[src/rtl/load_store_unit.sv]
// Load/store initiator for a word-wide, big-endian data memory with combinational read
// and single-cycle write. Adds byte/halfword loads with extension and read-modify-write sub-word stores.
module load_store_unit #(
    parameter int ADDR_BUS_WIDTH = 32,
    parameter int DATA_BUS_WIDTH = 32,
    parameter int MEM_BYTES      = 64
) (
    input  logic                      clk,
    input  logic                      reset,
    input  logic                      req_valid,
    output logic                      req_ready,
    input  logic                      req_write,
    input  logic [1:0]                req_size,
    input  logic                      req_unsigned,
    input  logic [ADDR_BUS_WIDTH-1:0] req_addr,
    input  logic [DATA_BUS_WIDTH-1:0] req_wdata,
    output logic                      resp_valid,
    output logic [DATA_BUS_WIDTH-1:0] resp_rdata,
    output logic                      resp_err,
    output logic [ADDR_BUS_WIDTH-1:0] mem_addr,
    output logic [DATA_BUS_WIDTH-1:0] mem_write_data,
    output logic                      mem_write_en,
    input  logic [DATA_BUS_WIDTH-1:0] mem_read_data
);
    localparam logic [ADDR_BUS_WIDTH-1:0] LAST_ADDR = ADDR_BUS_WIDTH'(MEM_BYTES - 4);

    typedef enum logic [1:0] {IDLE, ACCESS, WRITE, RESP} state_t;

    state_t                    state_reg;
    logic                      write_reg;
    logic                      unsigned_reg;
    logic [1:0]                size_reg;
    logic [15:0]               wdata_reg;
    logic                      req_ready_reg;
    logic                      resp_valid_reg;
    logic                      resp_err_reg;
    logic [DATA_BUS_WIDTH-1:0] resp_rdata_reg;
    logic [ADDR_BUS_WIDTH-1:0] mem_addr_reg;
    logic [DATA_BUS_WIDTH-1:0] mem_write_data_reg;
    logic                      mem_write_en_reg;

    logic [DATA_BUS_WIDTH-1:0] load_data;
    logic [DATA_BUS_WIDTH-1:0] merge_data;
    logic                      fill_bit;
    logic                      req_bad;

    // The addressed byte is always the top byte of the read word, so the
    // extension bit is rd[MSB] for both byte and halfword fields.
    always_comb begin
        fill_bit   = ~unsigned_reg & mem_read_data[DATA_BUS_WIDTH-1];
        load_data  = mem_read_data;
        merge_data = mem_read_data;
        case (size_reg)
            2'd0: begin
                load_data  = {{(DATA_BUS_WIDTH-8){fill_bit}}, mem_read_data[DATA_BUS_WIDTH-1 -: 8]};
                merge_data = {wdata_reg[7:0], mem_read_data[DATA_BUS_WIDTH-9:0]};
            end
            2'd1: begin
                load_data  = {{(DATA_BUS_WIDTH-16){fill_bit}}, mem_read_data[DATA_BUS_WIDTH-1 -: 16]};
                merge_data = {wdata_reg, mem_read_data[DATA_BUS_WIDTH-17:0]};
            end
            default: ;
        endcase
    end

    assign req_bad = (req_size == 2'd3) || (req_addr > LAST_ADDR);

    always_ff @(posedge clk) begin
        if (reset) begin
            state_reg          <= IDLE;
            write_reg          <= 1'b0;
            unsigned_reg       <= 1'b0;
            size_reg           <= 2'd0;
            wdata_reg          <= '0;
            req_ready_reg      <= 1'b1;
            resp_valid_reg     <= 1'b0;
            resp_err_reg       <= 1'b0;
            resp_rdata_reg     <= '0;
            mem_addr_reg       <= '0;
            mem_write_data_reg <= '0;
            mem_write_en_reg   <= 1'b0;
        end else begin
            case (state_reg)
                IDLE: begin
                    if (req_valid) begin
                        write_reg     <= req_write;
                        size_reg      <= req_size;
                        unsigned_reg  <= req_unsigned;
                        wdata_reg     <= req_wdata[15:0];
                        req_ready_reg <= 1'b0;
                        if (req_bad) begin
                            state_reg      <= RESP;
                            resp_valid_reg <= 1'b1;
                            resp_err_reg   <= 1'b1;
                            resp_rdata_reg <= '0;
                        end else begin
                            state_reg    <= ACCESS;
                            mem_addr_reg <= req_addr;
                            if (req_write && req_size == 2'd2) begin
                                mem_write_en_reg   <= 1'b1;
                                mem_write_data_reg <= req_wdata;
                            end
                        end
                    end
                end
                ACCESS: begin
                    if (write_reg && size_reg != 2'd2) begin
                        // Sub-word store: keep the address, drive the merged word next cycle.
                        state_reg          <= WRITE;
                        mem_write_en_reg   <= 1'b1;
                        mem_write_data_reg <= merge_data;
                    end else begin
                        state_reg          <= RESP;
                        resp_valid_reg     <= 1'b1;
                        resp_err_reg       <= 1'b0;
                        resp_rdata_reg     <= write_reg ? '0 : load_data;
                        mem_addr_reg       <= '0;
                        mem_write_en_reg   <= 1'b0;
                        mem_write_data_reg <= '0;
                    end
                end
                WRITE: begin
                    state_reg          <= RESP;
                    resp_valid_reg     <= 1'b1;
                    resp_err_reg       <= 1'b0;
                    resp_rdata_reg     <= '0;
                    mem_addr_reg       <= '0;
                    mem_write_en_reg   <= 1'b0;
                    mem_write_data_reg <= '0;
                end
                default: begin
                    state_reg      <= IDLE;
                    req_ready_reg  <= 1'b1;
                    resp_valid_reg <= 1'b0;
                    resp_err_reg   <= 1'b0;
                end
            endcase
        end
    end

    assign req_ready      = req_ready_reg;
    assign resp_valid     = resp_valid_reg;
    assign resp_err       = resp_err_reg;
    assign resp_rdata     = resp_rdata_reg;
    assign mem_addr       = mem_addr_reg;
    assign mem_write_data = mem_write_data_reg;
    // Reset must suppress a write already in flight, since the memory commits on this same edge.
    assign mem_write_en   = mem_write_en_reg & ~reset;

endmodule

[config.mk]
export PLATFORM = sky130hd
export DESIGN_NAME = load_store_unit
export DESIGN_NICKNAME = d
export VERILOG_FILES = /design/src/rtl/load_store_unit.sv
export SDC_FILE = /design/constraint.sdc
export NUM_CORES = 1
export LEC_CHECK = 0
export BUFFER_PORTS_ARGS = -buffer_cell sky130_fd_sc_hd__buf_4
export CAP_MARGIN = 10
export CORE_AREA = 2 2 116 118
export CTS_BUF_LIST = sky130_fd_sc_hd__clkbuf_16
export DETAILED_ROUTE_END_ITERATION = 16
export DIE_AREA = 0 0 118 120
export PLACE_DENSITY = 0.85
export SLEW_MARGIN = 0
export SYNTH_ARGS = -nofsm -noshare
export SYNTH_HDL_FRONTEND = slang
export SYNTH_SLANG_ARGS = --single-unit
export TNS_END_PERCENT = 20
[constraint.sdc]
create_clock -name clk -period 1.8 [get_ports clk]
set_input_delay 0.36 -clock clk [delete_from_list [all_inputs] [get_ports clk]]
set_output_delay 0.36 -clock clk [all_outputs]
set_load 0.01 [all_outputs]
-- Yosys cells after proc, flatten, opt, wreduce, memory -nomap -nowiden
Cells that the tools add are included.
- bitwise operators: 5
- reductions and logical operators: 13
- mux-type cells: 33
- magnitude comparators: 1
- equality and inequality tests: 11
- operators with widths (operator ; number):
    $mux W32 ; 11
    $pmux W32 S3 ; 3
    $pmux W32 S2 ; 2
    $gt A32 B6 Y1 const B ; 1
    $ne A2 B2 Y1 const B ; 6
    $reduce_and A4 Y1 ; 3
    $mux W1 ; 10
    $eq A2 B2 Y1 const B ; 3
    $pmux W1 S3 ; 2
    $pmux W2 S3 ; 1
    $eq A2 B1 Y1 const B ; 2
    $logic_not A2 Y1 ; 2
    $mux W2 ; 2
    $pmux W1 S2 ; 2
    $reduce_and A2 Y1 ; 2
    $not A1 Y1 ; 3
    $reduce_and A3 Y1 ; 1
    $reduce_bool A3 Y1 ; 1
    $and A1 B1 Y1 ; 2
    $logic_and A1 B1 Y1 ; 2
    $reduce_or A2 Y1 ; 1
    $logic_or A1 B1 Y1 ; 1
- output and inout port bits: 100
- word-level logic and storage cells: 75
- input bits: 103
- register bits after elaboration: 122

-- Logic depth before layout (Yosys ltp)
- depth in word-level cells: 6
- depth in mapped cells: 8
- mapped depth without buffers: 7

-- Least setup slack after synthesis
OpenSTA, ideal clock, no wires.
- path type: register -> register
- start point: register state_reg[0]
- end point: register mem_write_en_reg
- period minus slack after synthesis: 1.887 ns
- data arrival time: 1.764 ns
- stages on the path, launching flop included: 8
- setup slack: -0.087 ns
- library setup time: 0.123 ns
- path buffers: 1
- data required time: 1.677 ns
- cells stage by stage: dfxtp_1 -> ha_1 -> nor2_1 -> nand4_1 -> nor4_4 -> or2_1 -> buf_2 -> mux2_1
- word-level cells in the longest chain between the ends: 3
- elaborated cells between the ends (all ways): 9
- those cells by class: eq/ne: 5; mux: 1; reduce/logical: 3
- RTL lines (element ; line ; RTL):
    from (decl) ; 29 ; state_t state_reg;
    from (signal assigned) ; 70 ; state_reg <= IDLE;
    from (signal assigned) ; 92 ; state_reg <= RESP;
    from (signal assigned) ; 97 ; state_reg <= ACCESS;
    $eq A2 B1 Y1, or another cell as far along ; 83 ; case (state_reg)
    $reduce_bool A3 Y1 (no source line) / $ne A2 B2 Y1 (equally long branches) ; - ;
    $reduce_and A4 Y1 (no source line) ; - ;
    to (signal assigned) ; 81 ; mem_write_en_reg <= 1'b0;
    to (signal assigned) ; 100 ; mem_write_en_reg <= 1'b1;
    to (signal assigned) ; 110 ; mem_write_en_reg <= 1'b1;
    to (decl) ; 40 ; logic mem_write_en_reg;
Several ways; a longest one is shown, not always the timed one.
A chain may end at the register's enable or synchronous reset.

-- Worst setup path in the final report
- start point: register state_reg[1]
- end point: register mem_write_data_reg[27] (netlist: mem_write_data[27])
- word-level cells in the longest chain between the ends: 3
- elaborated cells between the ends (all ways): 9
- those cells by class: eq/ne: 5; mux: 1; reduce/logical: 3
- RTL lines (element ; line ; RTL):
    $eq A2 B1 Y1, or another cell as far along ; 83 ;
    $reduce_bool A3 Y1 (no source line) / $ne A2 B2 Y1 (equally long branches) ; - ;
    $reduce_and A4 Y1 (no source line) ; - ;
    to (signal assigned) ; 101 ; mem_write_data_reg <= req_wdata;
    to (signal assigned) ; 111 ; mem_write_data_reg <= merge_data;
    to (decl) ; 39 ; logic [DATA_BUS_WIDTH-1:0] mem_write_data_reg;
Several ways; a longest one is shown, not always the timed one.

==> reports/results.ini <==
[grt]
grt_overflow=0
grt_max_degree=64
grtUsageTotal_pct=28.18
grt_pass1_wl_mm=31.46
grt_pass1_vias=6062
antenna_found_initial=0

[sta]
fmax_mhz=569.1
rsz0062_at_grt=yes
fin_ws_ns=0.04294
finalCriticalPeriod_ns=1.757
slew_headroom_pct=60.80
finalSetupTns_ns=0
worst_pin_slew_ns=0.5880
hold_viol=0
min_period_over_period_pct=97.61
fin_skew_ns=0.005829
fin_hold_ws_ns=0.1929
slew_viol_final=0
setup_violations=0

[placed_design]
dp_hpwl_mm=14.53
port_buffers=202
place_congestion=0.8885
post-place-ws_ns=-0.2961

[die]
die_h_um=120
initial_core_util_pct=45.17
die_w_um=118
io_pins=203
row_count=42
core_um2=12980
dieArea_um2=14160

[synth]
synthArstFlopShare_pct=0
synth-edff-count=0
synth_cell_types=39
syn_avg_cell_area_um2=8.328
synth_xor_area_share_pct=0
synth.top_cell.area_share_pct=41.66
ys_warn_count=0
synth_simple_gate_area_share_pct=22.45
yosys.area.top_type=dfxtp_1
synth_mux_area_share_pct=9.923
synth.yosys.seq_area_share_pct=41.66
syn_area_um2=5863
synth-compound-area-share_pct=19.85
synthTopCellsByArea=dfxtp_1 42%, mux2i_1 8.2%, a21oi_1 7.1%, nand2_1 5.4%, a211oi_1 4.5%
synth_top_family_by_area=simple AND/OR/NAND/NOR gates
syn_nets=811
synth_seq_cells=122
synth.most_common_cell=dfxtp_1
synth_cells=704
yosys-top-cells-count=122 x dfxtp_1, 84 x nand2_1, 83 x a21oi_1
synthAdderAreaFrac_pct=0.8536
synth_flop_cell=dfxtp_1

[cts]
cts-root-buf=clkbuf_16
clock_sinks=122
cts_tree=built
clkSlewWorstSetupHoldPaths_ns=0.06
insertion_delay_ns=0.42
htreeDepth=4
cts_buffers=17
clockBufferDepth=2

[cells_and_area]
final_core_util_pct=66.75
layout.nets=1016
syn_to_final_growth_pct=47.78
antennaDiodeCount=0
drive_above_1_share_pct=35.25

[min_path]
min_from=req_unsigned
hold_path_depth=3
hold_class=primary input to register
holdPathEnd=unsigned_reg

[drt]
dr.pass1.iters=6
drc_errors=0
via_count=6466
drtIter0Drc=795
routed_wirelength_mm=20.92
via_per_inst=5.889
ant_nets=0
wl_per_cell_um=19.06

[power_and_ir_drop]
ir_drop_uv=767.8
p_total_mw=13.69
powerDensity_nw_per_um2=1580
leakagePower_nw=3.550

[worst_setup_path]
required_ns=2.12
r2r-start=state_reg[1]
end_kind=register
rrSetupSlack_ns=0.04
reg2regPathDepth=8
crit_fanout=6
r2r_end=mem_write_data[27]
critPathArrivalTime_ns=2.08
cp-start-kind=register
critPathKind=register to register

[job]
cap_violations=0

[status]
status=complete, no violations

-- worst max-delay path, stage by stage, from the launching register on --
cell,delay [ns]
dfxtp_2,0.35
ha_4,0.17
nor2_2,0.09
nand4_1,0.13
nor4_4,0.28
buf_6,0.19
buf_6,0.14
nor3_1,0.05
a211oi_1,0.25
-- layer usage --
metal | part of all wire (%) | GRT usage, %
met4 | 3.7 | 12.95
met3 | 10 | 9.363
met2 | 48 | 46.40
met1 | 38 | 33.31
met5 | 0 | 0
-- layout make-up --
| type | instances | area [µm²] |
|---|---|---|
| fillers | 1019 | 4315 |
| multi-input cells | 509 | 3302 |
| flip-flops and latches | 122 | 2447 |
| repair buffers | 253 | 2062 |
| clock buffers | 17 | 425.4 |
| well taps | 176 | 220.2 |
| clock inverters | 15 | 182.7 |
| inverters | 6 | 25.02 |
-- cell families (layout without fill, tap and decap cells) --
group,after synthesis,in the layout
flip-flops,122,122
adder cells (fa/ha/maj),4,4
buffers and inverters,73,291
AO/OA/AOI/OAI,198,198
AND/OR/NAND/NOR,250,250
multiplexers,57,57
-- worst max-delay path by stage --
stage | startpoint | to | slack [ns] | cells after the start
floorplan | req_addr[26] | mem_write_en_reg | -0.02 | 6
global placement | req_addr[26] | mem_write_data[28] | -0.23 | 8
detailed placement | req_addr[26] | mem_write_data[6] | -0.30 | 9
CTS | state_reg[1] | mem_addr[29] | 0.01 | 7
global route | state_reg[1] | mem_write_data[21] | -0.09 | 8
finish | state_reg[1] | mem_write_data[27] | 0.04 | 8
-- cells in the final DEF (no fill, tap or decap), types with 11 or more instances in the layout --
cell       count
nand2b_1      42
dfxtp_1      120
and3_1        11
nand4_1       36
clkbuf_16     19
a211oi_1      31
mux2i_1       48
nor3_1        37
a21oi_1       82
o21ai_0       44
nand2_1       83
buf_4        238
o211ai_1      15
-- timing repair --
action	4_1_cts	5_1_grt
hold buffers	0	0
buffers inserted	1	0
pin swaps	1	29
hold endpoints to repair	0	0
gates resized for setup	4	25
gates cloned	0	3
endpoints found under the setup margin	25	98
-- report_power, final --
| group | total (mW) | internal, mW | leakage [nW] | switching (mW) |
|---|---|---|---|---|
| logic | 6.27 | 2.78 | 2.26 | 3.49 |
| registers | 3.88 | 3.44 | 0.999 | 0.441 |
| clock network | 3.54 | 2.29 | 0.286 | 1.26 |
-- stage by stage --
stage          std cells  cell area [µm²]
2_1_floorplan        704             5956
3_3_place_gp        1062             7879
3_5_place_dp        1062             7879
4_1_cts             1095             8513
5_1_grt             1098             8665
6_report            1098             8665
No activity file was read; power rests on OpenSTA's default activity.
